--- src/rtl/led_pkg.sv ---
// Shared definitions for the LED matrix path: column geometry and the
// scroll-buffer state encoding. The matrix driver imports the same geometry.
package led_pkg;

  localparam int NUM_COLS = 4;
  localparam int ROW_W    = 8;

  typedef enum logic [1:0] {
    ST_IDLE = 2'd0,
    ST_LOAD = 2'd1,
    ST_SHOW = 2'd2
  } state_t;

endpackage

--- src/rtl/led_col_ram.sv ---
// Column pattern store: DEPTH x ROW_W, one synchronous write port and four
// asynchronous read ports, so that a whole display window is read each cycle.
module led_col_ram
  import led_pkg::*;
#(
  parameter int DEPTH  = 16,
  parameter int ADDR_W = 4
) (
  input  logic              clk12MHz,
  input  logic              we,
  input  logic [ADDR_W-1:0] waddr,
  input  logic [ROW_W-1:0]  wdata,
  input  logic [ADDR_W-1:0] idx0,
  input  logic [ADDR_W-1:0] idx1,
  input  logic [ADDR_W-1:0] idx2,
  input  logic [ADDR_W-1:0] idx3,
  output logic [ROW_W-1:0]  col0,
  output logic [ROW_W-1:0]  col1,
  output logic [ROW_W-1:0]  col2,
  output logic [ROW_W-1:0]  col3
);

  logic [ROW_W-1:0] mem [DEPTH];

  // Write port; contents are deliberately left uninitialised by reset.
  always_ff @(posedge clk12MHz) begin
    if (we) begin
      mem[waddr] <= wdata;
    end
  end

  assign col0 = mem[idx0];
  assign col1 = mem[idx1];
  assign col2 = mem[idx2];
  assign col3 = mem[idx3];

endmodule

--- src/rtl/led_scroll_buffer.sv ---
// Column-pattern store and scroller feeding the 4x8 LED matrix driver.
// A message of up to DEPTH column bytes is loaded over a valid/ready stream,
// then a 4-column window slides over it circularly, one column per STEP_DIV
// clocks while run is high.
module led_scroll_buffer
  import led_pkg::*;
#(
  parameter int DEPTH    = 16,
  parameter int ADDR_W   = 4,
  parameter int STEP_DIV = 1200000
) (
  input  logic              clk12MHz,
  input  logic              rst,
  input  logic              wr_valid,
  output logic              wr_ready,
  input  logic [7:0]        wr_data,
  input  logic              wr_last,
  input  logic              clear,
  input  logic              run,
  output logic [7:0]        l1,
  output logic [7:0]        l2,
  output logic [7:0]        l3,
  output logic [7:0]        l4,
  output logic [ADDR_W-1:0] offset,
  output logic              wrap_pulse,
  output logic              showing
);

  localparam int                CNT_W    = (STEP_DIV > 1) ? $clog2(STEP_DIV) : 1;
  localparam logic [CNT_W-1:0]  CNT_LAST = CNT_W'(STEP_DIV - 1);
  localparam logic [ADDR_W-1:0] PTR_LAST = ADDR_W'(DEPTH - 1);

  // Circular successor of a column index inside a message of n columns.
  function automatic logic [ADDR_W-1:0] wrap_inc(input logic [ADDR_W-1:0] i,
                                                  input logic [ADDR_W:0]   n);
    logic [ADDR_W:0] s;
    s = {1'b0, i} + (ADDR_W+1)'(1);
    return (s == n) ? '0 : s[ADDR_W-1:0];
  endfunction

  state_t            state;
  state_t            state_d;
  logic [ADDR_W-1:0] wr_ptr;
  logic [ADDR_W:0]   len;
  logic [CNT_W-1:0]  step_cnt;
  logic              accept;
  logic              beat_last;
  logic [ADDR_W-1:0] idx [NUM_COLS];
  logic [ROW_W-1:0]  col [NUM_COLS];
  logic [ROW_W-1:0]  win [NUM_COLS];

  // clear blocks the write so a beat offered alongside it is never taken.
  assign wr_ready  = (state != ST_SHOW) && !clear;
  assign accept    = wr_valid && wr_ready;
  // The last free slot closes the message even without wr_last.
  assign beat_last = wr_last || (wr_ptr == PTR_LAST);

  // Window index chain starting at offset; short messages repeat circularly.
  always_comb begin
    idx[0] = offset;
    for (int k = 1; k < NUM_COLS; k++) begin
      idx[k] = wrap_inc(idx[k-1], len);
    end
  end

  led_col_ram #(
    .DEPTH  (DEPTH),
    .ADDR_W (ADDR_W)
  ) u_ram (
    .clk12MHz (clk12MHz),
    .we       (accept),
    .waddr    (wr_ptr),
    .wdata    (wr_data),
    .idx0     (idx[0]),
    .idx1     (idx[1]),
    .idx2     (idx[2]),
    .idx3     (idx[3]),
    .col0     (col[0]),
    .col1     (col[1]),
    .col2     (col[2]),
    .col3     (col[3])
  );

  // State register.
  always_ff @(posedge clk12MHz) begin
    if (rst) begin
      state <= ST_IDLE;
    end else begin
      state <= state_d;
    end
  end

  // Next-state logic: load until the final beat, then show until cleared.
  always_comb begin
    state_d = state;
    if (clear) begin
      state_d = ST_IDLE;
    end else begin
      case (state)
        ST_IDLE: if (accept) state_d = beat_last ? ST_SHOW : ST_LOAD;
        ST_LOAD: if (accept && beat_last) state_d = ST_SHOW;
        ST_SHOW: state_d = ST_SHOW;
        default: state_d = ST_IDLE;
      endcase
    end
  end

  // Write pointer and message length; length latches on the closing beat.
  always_ff @(posedge clk12MHz) begin
    if (rst || clear) begin
      wr_ptr <= '0;
      len    <= '0;
    end else if (accept) begin
      wr_ptr <= wr_ptr + ADDR_W'(1);
      if (beat_last) begin
        len <= {1'b0, wr_ptr} + (ADDR_W+1)'(1);
      end
    end
  end

  // Scroll timer and offset; held at zero outside SHOW, frozen while run is low.
  always_ff @(posedge clk12MHz) begin
    if (rst || clear || (state != ST_SHOW)) begin
      offset     <= '0;
      step_cnt   <= '0;
      wrap_pulse <= 1'b0;
    end else begin
      wrap_pulse <= 1'b0;
      if (run) begin
        if (step_cnt == CNT_LAST) begin
          step_cnt   <= '0;
          offset     <= wrap_inc(offset, len);
          wrap_pulse <= (wrap_inc(offset, len) == '0);
        end else begin
          step_cnt <= step_cnt + CNT_W'(1);
        end
      end
    end
  end

  // Registered window; blank whenever not showing.
  always_ff @(posedge clk12MHz) begin
    for (int k = 0; k < NUM_COLS; k++) begin
      if (rst || clear || (state != ST_SHOW)) begin
        win[k] <= '0;
      end else begin
        win[k] <= col[k];
      end
    end
  end

  // Display-active flag, aligned with the registered window.
  always_ff @(posedge clk12MHz) begin
    if (rst) begin
      showing <= 1'b0;
    end else begin
      showing <= (state == ST_SHOW);
    end
  end

  assign l1 = win[0];
  assign l2 = win[1];
  assign l3 = win[2];
  assign l4 = win[3];

endmodule

--- config.mk ---
export PLATFORM = sky130hd
export DESIGN_NAME = led_scroll_buffer
export DESIGN_NICKNAME = d
export VERILOG_FILES = /design/src/rtl/led_pkg.sv /design/src/rtl/led_col_ram.sv /design/src/rtl/led_scroll_buffer.sv
export SDC_FILE = /design/constraint.sdc
export NUM_CORES = 1
export LEC_CHECK = 0
export CORE_ASPECT_RATIO = 0.8
export CORE_MARGIN = 4
export CORE_UTILIZATION = 30
export DETAILED_ROUTE_END_ITERATION = 10
export MAX_ROUTING_LAYER = met4
export PLACE_DENSITY_LB_ADDON = 0.2
export SKIP_CTS_REPAIR_TIMING = 1
export SLEW_MARGIN = 0
export SYNTH_ARGS = -nofsm -noshare
export SYNTH_HDL_FRONTEND = slang
export SYNTH_SLANG_ARGS = --single-unit
--- constraint.sdc ---
create_clock -name clk12MHz -period 9.7 [get_ports clk12MHz]
set_input_delay 1.94 -clock clk12MHz [delete_from_list [all_inputs] [get_ports clk12MHz]]
set_output_delay 1.94 -clock clk12MHz [all_outputs]
set_load 0.02 [all_outputs]
==> results.py <==
metrics = {
    "grt": {
        "grt_usage_pct": 20.2,
        "grt_pass1_vias": 8989,
        "grt_max_degree": 57,
        "antenna_found_initial": 1,
        "grt_overflow": 0,
        "grt_pass1_wl_um": 63700,
    },
    "route": {
        "detail-route-antenna-nets": 0,
        "finalWirelength_um": 43300,
        "met1Wirelength_um": 20000,
        "wl_per_cell_um": 25.6,
        "drc_errors": 0,
        "vias": 9638,
        "wl_met3_um": 4060,
        "routed.top_layer": "met4",
        "drtIter0Drc": 1128,
        "wl_met2_um": 18300,
        "drt_first_pass_iters": 5,
        "vias_per_cell": 5.70,
    },
    "place": {
        "dp_slack_ns": 1.72,
        "postPlaceCellArea_um2": 12900,
        "hpwlAfterDp_um": 28600,
        "place_congestion": 0.931,
        "buffer_ports.inserted": 52,
        "placed_cells": 1649,
    },
    "clocking": {
        "cts_tree": "yes",
        "cts_root_buf": "clkbuf_16",
        "cts_buffers": 23,
        "insertion_delay_ns": 0.53,
        "cts_buffer_depth": 3,
        "cts.sinks": 202,
        "clk_pin_slew_ns": 0.06,
        "htreeDepth": 1,
    },
    "timing": {
        "final-hold-violation-count": 0,
        "rsz0062_at_grt": "false",
        "setup_slack_ns": 1.51,
        "fmax_mhz": 122,
        "final-setup-viol-count": 0,
        "worst-slew-pin-transition_ns": 1.19,
        "skew_ns": 0.0167,
        "setup-tns-final_ns": 0,
        "slew_headroom_pct": 20.6,
        "period_share_pct": 84.4,
        "drv_slew": 0,
        "min_period_ns": 8.19,
    },
    "synth": {
        "synth-compound-area-share_pct": 12.7,
        "synth_cell_types": 87,
        "yosys.area_share.simple_pct": 17.9,
        "syn_nets": 1151,
        "synth.ff_latch_count": 202,
        "yosys_warnings": 0,
        "synthXorXnorAreaFrac_pct": 3.74,
        "syn_area_per_cell_um2": 10.6,
        "synth_ff_type": "edfxtp_1",
        "synthAdderAreaFrac_pct": 1.36,
        "synth_top_family_by_area": "simple AND/OR/NAND/NOR gates",
        "yosysSeqAreaShare_pct": 44.6,
        "async_reset_ff_share_pct": 0,
        "synth_area_um2": 11900,
        "synth-edff-count": 128,
        "synth_cells": 1124,
        "synth_mux_area_share_pct": 15.3,
    },
    "power": {
        "p_leak_uw": 0.00457,
        "p_per_area_nw_per_um2": 139,
        "ir_worst_vdd_mv": 0.105,
        "power_uw": 1910,
    },
    "flow_run": {
        "drv_cap": 0,
    },
    "setup_path": {
        "crit_slowest_cell": "ha_1",
        "critPathMaxFanout": 26,
        "end_kind": "flop",
        "worstSetupStartpointType": "flop",
        "cp.required_ns": 10.11,
        "critPathKind": "reg2reg",
        "critPathMaxStageDelay_ns": 0.76,
        "arrival_ns": 8.59,
    },
    "final_layout": {
        "diodes": 0,
        "fin_area_um2": 13700,
        "area_delta_synth_final_pct": 14.8,
        "most-common-layout-cells": "nand2_1, edfxtp_1, nor2_1, dfxtp_1, mux4_2",
        "final_common_cell": "nand2_1",
        "drive_gt1_share_pct": 16.9,
        "final_cells": 1690,
        "nets": 1165,
    },
    "floorplan": {
        "dieArea_um2": 43100,
        "ioPinCount": 53,
        "die_y_um": 186,
        "coreArea_um2": 39400,
        "die_w_um": 231,
        "placementRows": 65,
        "start_util_pct": 30.3,
    },
    "hold_path": {
        "worstHoldPathType": "reg2reg",
    },
    "run_status": {
        "outcome": "complete, no violations",
    },
}
per-stage QoR:
stage / hold slack, ns / util, %
2_1_floorplan: 0.465 / -
3_3_place_gp: 0.482 / 32.9
3_5_place_dp: 0.493 / 32.9
4_1_cts: 0.502 / 34.8
5_1_grt: 0.542 / 34.8
6_report: 0.497 / 34.8
registers in the layout, summed over array words and instances (netlist names), named ones only:
name	cells
wr_ptr	4
offset	4
wrap_pulse	1
win	32
u_ram.mem	128
step_cnt	21
state	2
showing	1
len	5
cell type report:
type,instances,area (µm²)
sequential,202,5330
timing repair buffer,75,693
clock buffer,29,659
fill,3965,25700
clock inverter,12,106
inverter,19,71.3
multi-input combinational,817,6170
tap,536,671
where the power goes:
group	total [µW]	switching (µW)	leakage (µW)	internal [µW]
sequential	923	5.71	0.00175	917
clock	889	378	0.000365	511
combinational	95.3	60.1	0.00245	35.2
cell usage after synthesis (9+ instances only):
library cell / instances / area, µm²
xor2_1: 20 / 175
o211ai_1: 14 / 105
nor2_1: 93 / 349
nand2_1: 202 / 758
mux4_2: 65 / 1460
a221oi_1: 14 / 123
nand2b_1: 25 / 156
nor2b_1: 9 / 56.3
and3_1: 20 / 125
a21oi_1: 34 / 170
xnor2_1: 16 / 140
buf_4: 13 / 97.6
edfxtp_1: 128 / 3840
dfxtp_1: 74 / 1480
clkbuf_1: 39 / 146
buf_1: 14 / 52.6
and2_1: 12 / 75.1
nor3_1: 15 / 75.1
inv_1: 18 / 67.6
a211oi_1: 27 / 203
ha_1: 13 / 163
mux2_2: 15 / 169
nand3_1: 39 / 195
a311oi_1: 17 / 149
a31oi_1: 19 / 119
buf_2: 13 / 65.1
o21ai_0: 22 / 110
mux2i_1: 17 / 170
path summary, 6_finish.rpt:
kind	slack, ns	to	depth (start not counted)	start
setup / recovery	1.51	win[3][4]	26	offset[0]
hold / removal	0.50	state[0]	2	state[0]
setup reg to reg	1.51	win[3][4]	26	offset[0]
hold reg to reg	0.50	state[0]	2	state[0]
cell families (layout without fill, tap and decap cells):
| kind of cell | count (synthesis) | after routing |
|---|---|---|
| AOI/OAI and AO/OA | 206 | 206 |
| muxes | 98 | 98 |
| and+or+nand+nor | 458 | 458 |
| buffers and inverters | 105 | 135 |
| adders and majority gates | 13 | 13 |
| xor gates and xnor gates | 42 | 42 |
| DFF | 202 | 202 |
critical path: cells and delay by family, from the launching register on:
kind,cells,cell delay [ns]
AND/OR/NAND/NOR,5,1.43
XOR/XNOR,2,0.36
adder cells (fa/ha/maj),3,1.75
AO/OA/AOI/OAI,11,2.19
flip-flops,1,0.74
buffers and inverters,5,1.55
routing by layer:
layer  GRT usage (%)  up-vias
met3            4.70       55
met1            30.0     4844
met5               -        -
met4            4.00        0
met2            28.2      508
li1                -     4231
No activity file was read; power rests on OpenSTA's default activity.
